--- config.mk ---
export PLATFORM = sky130hd
export DESIGN_NAME = imem_rom
export DESIGN_NICKNAME = d
export VERILOG_FILES = /design/src/rtl/imem_rom.sv
export SDC_FILE = /design/constraint.sdc
export NUM_CORES = 1
export LEC_CHECK = 0
export BUFFER_PORTS_ARGS = -buffer_cell sky130_fd_sc_hd__buf_2
export CELL_PAD_IN_SITES_DETAIL_PLACEMENT = 1
export CELL_PAD_IN_SITES_GLOBAL_PLACEMENT = 2
export CORE_AREA = 2 2 107 57
export CTS_CLUSTER_SIZE = 24
export DETAILED_ROUTE_END_ITERATION = 10
export DIE_AREA = 0 0 109 59
export GPL_TIMING_DRIVEN = 0
export PLACE_DENSITY = 0.88
export SLEW_MARGIN = 20
export SYNTH_ARGS = -nofsm -noshare
export SYNTH_HDL_FRONTEND = slang
export SYNTH_SLANG_ARGS = --single-unit
--- constraint.sdc ---
create_clock -name clk -period 3.1 [get_ports clk]
set_input_delay 0.62 -clock clk [delete_from_list [all_inputs] [get_ports clk]]
set_output_delay 0.62 -clock clk [all_outputs]
set_load 0.01 [all_outputs]
--- src/rtl/imem_rom.sv ---
// 64 x 32 instruction ROM for the single-cycle LEGv8 core, with a sticky past-end fetch flag.
// Define IMEM_REG_OUT_EN to register q (1-cycle read latency); the default build reads combinationally.
module imem_rom #(
    parameter int N        = 32,
    parameter int AW       = 6,
    parameter int PROG_LEN = 50
) (
    input  logic          clk,
    input  logic          reset,
    input  logic [AW-1:0] addr,
    output logic [N-1:0]  q,
    output logic          past_end
);

    localparam logic [AW:0] LIMIT = (AW+1)'(PROG_LEN);

    logic          out_of_range;
    logic [N-1:0]  rom_data;

    // An X address compares false here, so it can never set past_end.
    assign out_of_range = ({1'b0, addr} >= LIMIT);

    always_comb begin
        rom_data = '0;
        case (addr)
            6'd0:  rom_data = 32'hf8000001;
            6'd1:  rom_data = 32'hf8008002;
            6'd2:  rom_data = 32'hf8000203;
            6'd3:  rom_data = 32'h8b050083;
            6'd4:  rom_data = 32'hf8018003;
            6'd5:  rom_data = 32'hcb050083;
            6'd6:  rom_data = 32'hf8020003;
            6'd7:  rom_data = 32'hcb0a03e4;
            6'd8:  rom_data = 32'hf8028004;
            6'd9:  rom_data = 32'h8b040064;
            6'd10: rom_data = 32'hf8030004;
            6'd11: rom_data = 32'hcb030025;
            6'd12: rom_data = 32'hf8038005;
            6'd13: rom_data = 32'h8a1f0145;
            6'd14: rom_data = 32'hf8040005;
            6'd15: rom_data = 32'h8a030145;
            6'd16: rom_data = 32'hf8048005;
            6'd17: rom_data = 32'h8a140294;
            6'd18: rom_data = 32'hf8050014;
            6'd19: rom_data = 32'haa1f0166;
            6'd20: rom_data = 32'hf8058006;
            6'd21: rom_data = 32'haa030166;
            6'd22: rom_data = 32'hf8060006;
            6'd23: rom_data = 32'hf840000c;
            6'd24: rom_data = 32'h8b1f0187;
            6'd25: rom_data = 32'hf8068007;
            6'd26: rom_data = 32'hf807000c;
            6'd27: rom_data = 32'h8b0e01bf;
            6'd28: rom_data = 32'hf807801f;
            6'd29: rom_data = 32'hb4000040;
            6'd30: rom_data = 32'hf8080015;
            6'd31: rom_data = 32'hf8088015;
            6'd32: rom_data = 32'h8b0103e2;
            6'd33: rom_data = 32'hcb010042;
            6'd34: rom_data = 32'h8b0103f8;
            6'd35: rom_data = 32'hf8090018;
            6'd36: rom_data = 32'h8b080000;
            6'd37: rom_data = 32'hb4ffff82;
            6'd38: rom_data = 32'hf809001e;
            6'd39: rom_data = 32'h8b1e03de;
            6'd40: rom_data = 32'hcb1503f5;
            6'd41: rom_data = 32'h8b1403de;
            6'd42: rom_data = 32'hf85f83d9;
            6'd43: rom_data = 32'h8b1e03de;
            6'd44: rom_data = 32'h8b1003de;
            6'd45: rom_data = 32'hf81f83d9;
            6'd46: rom_data = 32'hb400001f;
            default: rom_data = '0;
        endcase
        // A shorter program length blanks the tail of the table as well.
        if (out_of_range)
            rom_data = '0;
    end

`ifdef IMEM_REG_OUT_EN
    always_ff @(posedge clk) begin
        if (reset)
            q <= '0;
        else
            q <= rom_data;
    end
`else
    assign q = rom_data;
`endif

    always_ff @(posedge clk) begin
        if (reset)
            past_end <= 1'b0;
        else if (out_of_range)
            past_end <= 1'b1;
    end

endmodule

# After elaboration in Yosys (flattened, before gate mapping)
# Memory sizes are Yosys's and may differ from the RTL's.
# Cells that the tools add are included.
classes:
  order_cmp: 1
  mux: 1
ops:
  columns: ["op", "n"]
  rows:
  - ["32-bit two-way mux", 1]
  - ["6-bit >= comparator, second input constant", 1]
word_totals:
  ff_bits: 1
  rom_bits: 2048
  inputBits: 8
  wordCells: 4
  memories: 1
memory_table:
  columns: ["memory", "words", "word_bits", "rd", "rd_clocked_by_memory_dff", "wr", "line", "text"]
  rows:
  - ["(no name shown)", 64, 32, 1, 0, 0, "25", "case (addr)"]

# Depth between registers and ports, before layout
# Gate-level depths: netlist (run 1).
logic_depth:
  depth_word: 2
  mapped_depth: 8
  ltp_nobuf: 6

# Worst setup path after synthesis (run 1)
# Ideal clock, no wire load.
synth_timing:
  path_kind: "input -> output"
  start: "input port addr[0]"
  end: "output port q[25]"
  arrival_time_ns: 2.081
  required_time_ns: 2.480
  path_slack_ns: 0.399
  stages: 8
  path_cell_list: "buf_2 > inv_1 > ha_1 > buf_2 > nand2b_1 > o21ai_0 > a21oi_1 > a311oi_1"
synth_via:
  elab_chain_len: 2
  elab_cells_between_ends: 3
  classes_between: "order compare: 1; mux: 1; memory: 1"
synth_lines:
  columns: ["item", "line", "text"]
  rows:
  - ["from (decl)", "10", "input logic [AW-1:0] addr,"]
  - ["memory read 64 x 32 bit / 6-bit >= comparator (equally long branches)", null, null]
  - ["32-bit two-way mux *", "76", "if (out_of_range)"]
  - ["to (decl)", "11", "output logic [N-1:0] q,"]
# Every way passes the cells marked *; elsewhere a longest branch is shown, timed or not.

# Final worst setup path (run 1)
layout_timing:
  start: "input port addr[0]"
  end: "output port q[30]"
# Same word-level chain as after synthesis.

==> out/summary.log, run 1 <==
qor: timing.finClkSkew 0 ns
qor: drt.detailroute.via_count 2072
qor: cells_and_area.design.final.nets 301
qor: cells_and_area.instances_no_fill 349
qor: drt.drtAntennaViolNets 0
qor: logic_synthesis.netlist_area 0.00154 mm2
qor: drt.routed_via_density 5.94
qor: grt.grt_first_pass_wirelength 10900 um
qor: worst_setup_path.critPathKind in2out
qor: cells_and_area.top_regs past_end x1
qor: timing.fin_crit_sh 96.9%
qor: timing.pin_slew_with_the_least_headroom_to_its_limit 0.652 ns
qor: worst_setup_path.crit_slowest_cell sky130_fd_sc_hd__ha_1
qor: cts.clk_latency 0 ns
qor: timing.layout_setup_ws 0.0953 ns
qor: cells_and_area.area_growth_syn_to_layout 26.2%
qor: die.core.rowCount 19
qor: die.die-width 109 um
qor: die.io-pin-count 41
qor: grt.grt_overflow_total 0
qor: cells_and_area.insertedDiodeCount 0
qor: cells_and_area.largest_register_ff_count 1
qor: worst_setup_path.cp.arrival 2.38 ns
qor: job.drv_cap 0
qor: worst_setup_path.cpMostUsedCell sky130_fd_sc_hd__buf_4
qor: timing.totalNegativeSetupSlack 0 ns
qor: drt.routedWlPerCell 21.0 um
qor: drt.number_of_design_rule_violations_left_by_the_first_detailed_router_iteration 192
qor: die.die-area 0.00643 mm2
qor: worst_setup_path.endpoint_kind output port
qor: place.placed_area 0.00183 mm2
qor: worst_setup_path.cp_cell_sequence buf_4 -> buf_8 -> clkinvlp_4 -> ha_1 -> buf_4 -> mux2_2 -> o22ai_2 -> a211o_1 -> o22ai_1 -> buf_2
qor: power.power_frac_comb 95.6%
qor: cells_and_area.fillCellCount 700
qor: power.power.share.switching 58.5%
qor: grt.grt_start_max_net_pins 12
qor: place.port-buffer-count 40
qor: logic_synthesis.synth.net_count 254
qor: logic_synthesis.synth_top_area_share 12.2%
qor: cells_and_area.layout.cells.most_common_list 46 x sky130_fd_sc_hd__buf_2, 21 x sky130_fd_sc_hd__nor2_1, 20 x sky130_fd_sc_hd__a21oi_1, 20 x sky130_fd_sc_hd__nand2_1, 19 x sky130_fd_sc_hd__o21ai_0
qor: logic_synthesis.netlist.top_cell.by_area sky130_fd_sc_hd__ha_1
qor: worst_setup_path.worst_setup_path_start_kind primary input
qor: cells_and_area.registers.top_by_ff_count past_end
qor: power.total_power 331 uW
qor: cells_and_area.mostFrequentLayoutCell sky130_fd_sc_hd__buf_2
qor: logic_synthesis.synth-warning-count 0
qor: power.p_per_area 170 mW/mm2
qor: worst_setup_path.cp_data_required_time 2.48 ns
qor: timing.fin_worst_hold_slack 0.495 ns
qor: drt.wirelength 7330 um
qor: power.seqPwrFrac 4.4%
qor: hold_path.min_path_type reg2reg
qor: drt.drcViolationCount 0
qor: logic_synthesis.postSynthAreaPerCell 6.67 um2
qor: grt.grtUsageTotal 22.5%
qor: logic_synthesis.synth_cells 231
qor: timing.maxClockFrequency 0.333 GHz
qor: logic_synthesis.yosys_register_bits 1
qor: run_status.status complete, no violations
qor: place.post-place-ws -0.300 ns
qor: power.power_report.internal_total 137 uW
qor: die.core_area 0.00540 mm2
qor: cells_and_area.final_cell_area 0.00194 mm2
qor: grt.antenna_found_initial 0
qor: place.numPlacedInstances 344
qor: die.die_height 59 um
qor: place.place.gp.congestion 0.927
qor: place.dp_hpwl 5270 um
qor: cells_and_area.final_core_utilization 36.0%
qor: power.clock_power_share 0%
qor: drt.drt-pass1-iter-count 5
qor: power.static-leakage-power 0.883 nW
qor: worst_setup_path.timing.critical_path.slowest_cell_delay 0.30 ns
qor: timing.timing.final.crit_period 3.00 ns
qor: grt.grt_pass1_vias 1914
qor: timing.final-hold-violation-count 0
qor: timing.slew-limit-headroom 56.6%
qor: worst_setup_path.critPathMaxFanout 9
qor: cts.worst_setup_hold_path_clk_slew 0 ns
qor: logic_synthesis.seq_area_frac_synth 1.30%
qor: timing.maxSlewViolCount 0
qor: logic_synthesis.synth.distinct_cells 48
qor: timing.finalSetupViolations 0
qor: die.start_util 28.5%
qor: logic_synthesis.netlist_top_cells_area sky130_fd_sc_hd__ha_1 12%, sky130_fd_sc_hd__mux2i_1 9.1%, sky130_fd_sc_hd__a21oi_1 6.8%, sky130_fd_sc_hd__o21ai_0 6.2%, sky130_fd_sc_hd__nor2_1 5.1%
qor: cells_and_area.layout-drive-gt1-share 31.2%
qor: power.vdd_ir_drop_max 45.2 uV
qor: power.power.switching 193 uW
critical path, delay by kind of cell:
family          cells  cell delay, ns
buf+inv             5            0.76
mux                 1            0.28
compound gates      3            0.44
fa+ha+maj           1            0.30
what timing repair did:
action,4_1_cts,5_1_grt
pin swaps,0,1
setup buffers,1,4
hold buffers,0,0
setup endpoints to repair,19,5
gates cloned,0,0
gates resized for setup,12,9
synth_stat cells (all sizes together):
| cell | count |
|---|---|
| o31ai | 2 |
| o211ai | 4 |
| a32o | 1 |
| o22ai | 5 |
| nor3 | 3 |
| o32ai | 3 |
| a311oi | 1 |
| o21ai | 21 |
| or3 | 1 |
| o21a | 6 |
| a211oi | 7 |
| ha | 15 |
| o2111ai | 1 |
| nand3b | 1 |
| a21oi | 21 |
| mux2i | 14 |
| o211a | 1 |
| buf | 28 |
| clkbuf | 1 |
| a32oi | 2 |
| o221ai | 3 |
| dfxtp | 1 |
| o2bb2ai | 3 |
| o31a | 1 |
| a2bb2oi | 1 |
| nand3 | 2 |
| nor2 | 23 |
| a21o | 1 |
| and3 | 2 |
| clkinv | 1 |
| or3b | 1 |
| xor2 | 1 |
| nor2b | 5 |
| mux2 | 3 |
| a31oi | 3 |
| inv | 7 |
| a211o | 1 |
| nand2b | 10 |
| a21boi | 2 |
| nand2 | 20 |
| a221oi | 2 |
cells by family (layout without fill, tap and decap cells):
| logic type | after synthesis | after routing | share of synthesized area [%] |
|---|---|---|---|
| AO/OA/AOI/OAI | 92 | 92 | 39.6 |
| XOR/XNOR | 1 | 1 | 0.569 |
| adder cells (fa/ha/maj) | 15 | 15 | 12.2 |
| buffers and inverters | 37 | 82 | 14.3 |
| flip-flops | 1 | 1 | 1.30 |
| multiplexers | 17 | 17 | 11.3 |
| AND/OR/NAND/NOR | 68 | 68 | 20.8 |
layout make-up:
class	count	area [um2]	share of cell area, %
Inverter	8	37.5	1.93
Buffer	29	224	11.5
Tap cell	73	91.3	4.70
Multi-Input combinational cell	193	1330	68.3
Sequential cell	1	20.0	1.03
Timing Repair Buffer	45	243	12.5
metal layers:
layer	vias up	GRT usage [%]	part of all wire (%)
li1	939	-	-
met1	1015	33.2	46
met2	106	36.6	44
met3	12	3.52	8.7
met4	0	0.549	0.97
met5	-	0	0
power groups by stage:
stage          logic, mW  clock network, mW  registers, mW
3_3_place_gp       0.287                  0         0.0144
3_5_place_dp       0.290                  0         0.0145
5_1_grt            0.338                  0         0.0146
2_1_floorplan      0.188                  0         0.0149
6_report           0.316                  0         0.0145
4_1_cts            0.299                  0         0.0145
path summary, 6_finish.rpt:
| kind | from | end | slack (ns) | depth (start not counted) |
|---|---|---|---|---|
| hold / removal | past_end$_SDFFE_PP0N_ | past_end$_SDFFE_PP0N_ | 0.50 | 2 |
| setup reg to reg | past_end$_SDFFE_PP0N_ | past_end$_SDFFE_PP0N_ | 2.49 | 2 |
| hold reg to reg | past_end$_SDFFE_PP0N_ | past_end$_SDFFE_PP0N_ | 0.50 | 2 |
| setup / recovery | addr[0] | q[30] | 0.1 | 10 |
Note: power is estimated with default switching activity, not from simulation.
==> run 2, diff against run 1 <==
--- a/config.mk
+++ b/config.mk
@@ -14,6 +14,7 @@
 export DIE_AREA = 0 0 109 59
 export GPL_TIMING_DRIVEN = 0
 export PLACE_DENSITY = 0.88
+export RECOVER_POWER = 50
 export SLEW_MARGIN = 20
 export SYNTH_ARGS = -nofsm -noshare
 export SYNTH_HDL_FRONTEND = slang
==> out/summary.log, run 2 (same netlist as run 1, synthesis figures left out) <==
qor: die.core.rowCount 19
qor: cells_and_area.largest_register_ff_count 1
qor: worst_setup_path.cp.arrival 2.39 ns
qor: timing.slew-limit-headroom 55.9%
qor: grt.antenna_found_initial 0
qor: cells_and_area.insertedDiodeCount 0
qor: timing.pin_slew_with_the_least_headroom_to_its_limit 0.661 ns
qor: worst_setup_path.critPathKind in2out
qor: cells_and_area.multiInputGateArea 0.00133 mm2
qor: drt.routed_via_density 5.87
qor: worst_setup_path.timing.critical_path.slowest_cell_delay 0.29 ns
qor: job.drv_cap 0
qor: timing.finClkSkew 0 ns
qor: worst_setup_path.cp_data_required_time 2.48 ns
qor: timing.fin_crit_sh 97.2%
qor: grt.grt_pass1_vias 1914
qor: drt.routedWlPerCell 21.0 um
qor: grt.grt_start_max_net_pins 12
qor: timing.finalSetupViolations 0
qor: power.p_per_area 170 mW/mm2
qor: worst_setup_path.endpoint_kind output port
qor: die.die-width 109 um
qor: worst_setup_path.crit_slowest_cell sky130_fd_sc_hd__ha_1
qor: cts.worst_setup_hold_path_clk_slew 0 ns
qor: cells_and_area.registers.top_by_ff_count past_end
qor: grt.grtUsageTotal 22.5%
qor: drt.wirelength 7310 um
qor: place.dp_hpwl 5270 um
qor: drt.drt-pass1-iter-count 5
qor: cells_and_area.final_cell_area 0.00193 mm2
qor: drt.drcViolationCount 0
qor: cells_and_area.fillCellCount 703
qor: cells_and_area.sequential_cell_area 20.0 um2
qor: power.static-leakage-power 0.845 nW
qor: power.vdd_ir_drop_max 44.9 uV
qor: power.total_power 329 uW
qor: die.core_area 0.00540 mm2
qor: timing.timing.final.crit_period 3.01 ns
qor: place.port-buffer-count 40
qor: drt.detailroute.via_count 2049
qor: die.io-pin-count 41
qor: run_status.status complete, no violations
qor: cts.ctsHoldBuffers 0
qor: hold_path.min_path_type reg2reg
qor: die.die-area 0.00643 mm2
qor: drt.number_of_design_rule_violations_left_by_the_first_detailed_router_iteration 225
qor: drt.highest_layer met4
qor: cells_and_area.top_regs past_end x1
qor: drt.detailroute.wirelength.met3 673 um
qor: place.placed_area 0.00183 mm2
qor: cells_and_area.mostFrequentLayoutCell sky130_fd_sc_hd__buf_2
qor: grt.grt_overflow_total 0
qor: die.start_util 28.5%
qor: drt.met2WireLength 3270 um
qor: cells_and_area.layout-drive-gt1-share 27.5%
qor: drt.wl_met1 3350 um
qor: worst_setup_path.cpMostUsedCell sky130_fd_sc_hd__buf_4
qor: place.place.gp.congestion 0.927
qor: die.die_height 59 um
qor: cells_and_area.layout.cells.most_common_list 35 x sky130_fd_sc_hd__buf_2, 21 x sky130_fd_sc_hd__nor2_1, 20 x sky130_fd_sc_hd__a21oi_1, 20 x sky130_fd_sc_hd__nand2_1, 19 x sky130_fd_sc_hd__o21ai_0
qor: worst_setup_path.cp_cell_sequence buf_4 -> buf_8 -> clkinvlp_4 -> ha_1 -> buf_4 -> nand2b_1 -> a21oi_2 -> o22ai_1 -> a21boi_1 -> buf_2
qor: timing.final-hold-violation-count 0
qor: timing.maxClockFrequency 0.332 GHz
qor: timing.maxSlewViolCount 0
qor: drt.drtAntennaViolNets 0
qor: cells_and_area.final_core_utilization 35.7%
qor: worst_setup_path.worst_setup_path_start_kind primary input
qor: cells_and_area.design.final.nets 301
qor: cells_and_area.area_growth_syn_to_layout 25.2%
qor: worst_setup_path.critPathMaxFanout 9
qor: grt.grt_first_pass_wirelength 10900 um
qor: timing.totalNegativeSetupSlack 0 ns
qor: cts.clk_latency 0 ns
run 2: path summary, 6_finish.rpt:
| kind | start | end | slack, ns | cells past startpoint |
|---|---|---|---|---|
| worst max-delay path | addr[0] | q[8] | 0.09 | 10 |
| worst min-delay path | past_end$_SDFFE_PP0N_ | past_end$_SDFFE_PP0N_ | 0.50 | 2 |
| worst max register to register | past_end$_SDFFE_PP0N_ | past_end$_SDFFE_PP0N_ | 2.49 | 2 |
| worst min register to register | past_end$_SDFFE_PP0N_ | past_end$_SDFFE_PP0N_ | 0.50 | 2 |
run 2: layout make-up:
type | instances | area share [%]
multi-input cells | 193 | 68.9
repair buffers | 45 | 12.0
plain buffers | 29 | 11.4
well taps | 73 | 4.74
inverters | 8 | 1.95
flip-flops and latches | 1 | 1.04
run 2: report_power, final:
group,switching [mW],total (mW),internal [mW]
sequential,0.000469,0.0145,0.0141
clock,0,0,0
combinational,0.194,0.314,0.121
total,0.194,0.329,0.135
run 2: worst max-delay path, delay by kind of cell:
family	cells	cell delay, ns
buffers and inverters	5	0.76
adders and majority gates	1	0.29
and+or+nand+nor	1	0.21
AOI/OAI and AO/OA	3	0.51
run 2: routing by layer:
metal  vias up  track usage, %
met3         4            3.52
met2       111            36.6
met5         -               0
li1        937               -
met1       997            33.2
met4         0           0.549
run 2: repair_timing:
| item | 4_1_cts | 5_1_grt |
|---|---|---|
| buffers inserted | 1 | 4 |
| pin swaps | 0 | 1 |
| setup endpoints to repair | 19 | 5 |
| gates resized for setup | 12 | 9 |
run 2: per-stage QoR:
step	cells	hold WS (ns)	setup slack, ns
6_report	349	0.496	0.0876
2_1_floorplan	231	0.505	0.399
5_1_grt	349	0.535	-0.00593
4_1_cts	345	0.497	0.0471
3_3_place_gp	344	0.443	-0.243
3_5_place_dp	344	0.495	-0.300
==> run 3, diff against run 2 <==
--- a/config.mk
+++ b/config.mk
@@ -12,7 +12,6 @@
 export CTS_CLUSTER_SIZE = 24
 export DETAILED_ROUTE_END_ITERATION = 10
 export DIE_AREA = 0 0 109 59
-export GPL_TIMING_DRIVEN = 0
 export PLACE_DENSITY = 0.88
 export RECOVER_POWER = 50
 export SLEW_MARGIN = 20
==> out/summary.log, run 3 (same netlist as run 1, synthesis figures left out) <==
qor: hold_path.min_path_cells 2
qor: worst_setup_path.critPathMaxFanout 10
qor: timing.finalSetupViolations 0
qor: timing.fin_worst_hold_slack 0.481 ns
qor: worst_setup_path.endpoint_kind output port
qor: place.placed_area 0.00179 mm2
qor: drt.routed_via_density 5.83
qor: cts.clk_latency 0 ns
qor: place.numPlacedInstances 335
qor: worst_setup_path.worst_setup_path_start_kind primary input
qor: drt.drt-pass1-iter-count 4
qor: timing.pin_slew_with_the_least_headroom_to_its_limit 0.413 ns
qor: drt.wirelength 6470 um
qor: grt.grt_pass1_vias 1968
qor: cells_and_area.area_growth_syn_to_layout 15.4%
qor: worst_setup_path.timing.reg2reg.setup_slack 2.50 ns
qor: grt.grtUsageTotal 20.4%
qor: cells_and_area.registers.top_by_ff_count past_end
qor: hold_path.holdCritStartpoint past_end$_SDFFE_PP0N_
qor: power.total_power 304 uW
qor: power.vdd_ir_drop_max 44.2 uV
qor: grt.grt_start_max_net_pins 24
qor: job.drv_cap 0
qor: die.die-area 0.00643 mm2
qor: die.die_height 59 um
qor: timing.totalNegativeSetupSlack 0 ns
qor: drt.drtAntennaViolNets 0
qor: cells_and_area.instances_no_fill 335
qor: place.post-place-ws 0.173 ns
qor: cells_and_area.top_regs past_end x1
qor: place.dp_hpwl 5020 um
qor: worst_setup_path.reg2reg_from past_end$_SDFFE_PP0N_
qor: cts.post_cts_setup_buffer_count 0
qor: die.core.rowCount 19
qor: run_status.status complete, no violations
qor: cells_and_area.fillCellCount 712
qor: die.core_area 0.00540 mm2
qor: timing.rsz0062_at_grt false
qor: cells_and_area.insertedDiodeCount 0
qor: timing.fin_crit_sh 95.1%
qor: cells_and_area.largest_register_ff_count 1
qor: worst_setup_path.cp_data_required_time 2.48 ns
qor: timing.timing.final.crit_period 2.95 ns
qor: timing.final-hold-violation-count 0
qor: place.port-buffer-count 40
qor: worst_setup_path.critPathKind in2out
qor: grt.grt_overflow_total 0
qor: timing.finClkSkew 0 ns
qor: hold_path.worstHoldEndpoint past_end$_SDFFE_PP0N_
qor: worst_setup_path.r2r_end past_end$_SDFFE_PP0N_
qor: cells_and_area.layout-drive-gt1-share 21.4%
qor: worst_setup_path.ff2ff_path_depth 2
qor: die.start_util 28.5%
qor: die.die-width 109 um
qor: drt.detailroute.via_count 1952
qor: place.place.gp.congestion 1.02
qor: cells_and_area.layout.cells.most_common_list 29 x sky130_fd_sc_hd__buf_2, 21 x sky130_fd_sc_hd__nor2_1, 21 x sky130_fd_sc_hd__a21oi_1
qor: timing.slew-limit-headroom 72.2%
qor: cells_and_area.mostFrequentLayoutCell sky130_fd_sc_hd__buf_2
qor: drt.number_of_design_rule_violations_left_by_the_first_detailed_router_iteration 157
qor: drt.routedWlPerCell 19.3 um
qor: power.p_per_area 171 mW/mm2
qor: die.io-pin-count 41
qor: drt.drcViolationCount 0
qor: cts.ctsHoldBuffers 0
qor: timing.maxSlewViolCount 0
qor: worst_setup_path.cp.arrival 2.33 ns
qor: cts.worst_setup_hold_path_clk_slew 0 ns
qor: power.static-leakage-power 0.776 nW
qor: timing.maxClockFrequency 0.339 GHz
qor: cells_and_area.final_core_utilization 32.9%
qor: timing.layout_setup_ws 0.151 ns
qor: hold_path.min_path_type reg2reg
qor: cells_and_area.final_cell_area 0.00178 mm2
qor: cells_and_area.design.final.nets 287
qor: grt.grt_first_pass_wirelength 10300 um
qor: grt.antenna_found_initial 0
[run 3: repair_timing]
item / in CTS / in global routing
resized for setup: 0 / 1
setup endpoints to repair: 0 / 1
hold endpoints to repair: 0 / 0
[run 3: where the power goes]
group          switching [mW]  internal (mW)  leakage [nW]
Clock                       0              0             0
Sequential           0.000483         0.0141       0.00828
Combinational           0.179          0.111         0.767
[run 3: layout make-up]
type / instances / area, um2 / share of cell area [%]
multi-input cells: 193 / 1300 / 73.3
inverters: 8 / 30.0 / 1.69
repair buffers: 60 / 334 / 18.8
flip-flops and latches: 1 / 20.0 / 1.13
well taps: 73 / 91.3 / 5.14
[run 3: routing by layer]
layer,track usage [%],up-vias,wire [um]
met5,0,-,0
met4,2.38,0,32
met3,0.659,6,387
met2,35.0,78,2990
met1,29.5,966,3070
li1,-,902,-
[run 3: worst max-delay path, cell delays in order]
cell                      delay, ns
sky130_fd_sc_hd__buf_2         0.20
sky130_fd_sc_hd__inv_1         0.16
sky130_fd_sc_hd__ha_1          0.38
sky130_fd_sc_hd__mux2_2        0.29
sky130_fd_sc_hd__o22ai_1       0.27
sky130_fd_sc_hd__nor2_1        0.10
sky130_fd_sc_hd__o21a_1        0.17
sky130_fd_sc_hd__buf_2         0.13
[run 3: worst max-delay path by stage]
stage                     startpoint  endpoint  slack [ns]  cells past startpoint
after floorplan              addr[0]     q[25]        0.40                      8
after global placement       addr[0]      q[8]        0.24                      8
after detailed placement     addr[0]     q[28]        0.17                      8
after CTS                    addr[0]     q[28]        0.17                      8
after global routing         addr[0]     q[30]        0.10                      8
final                        addr[0]     q[28]        0.15                      8
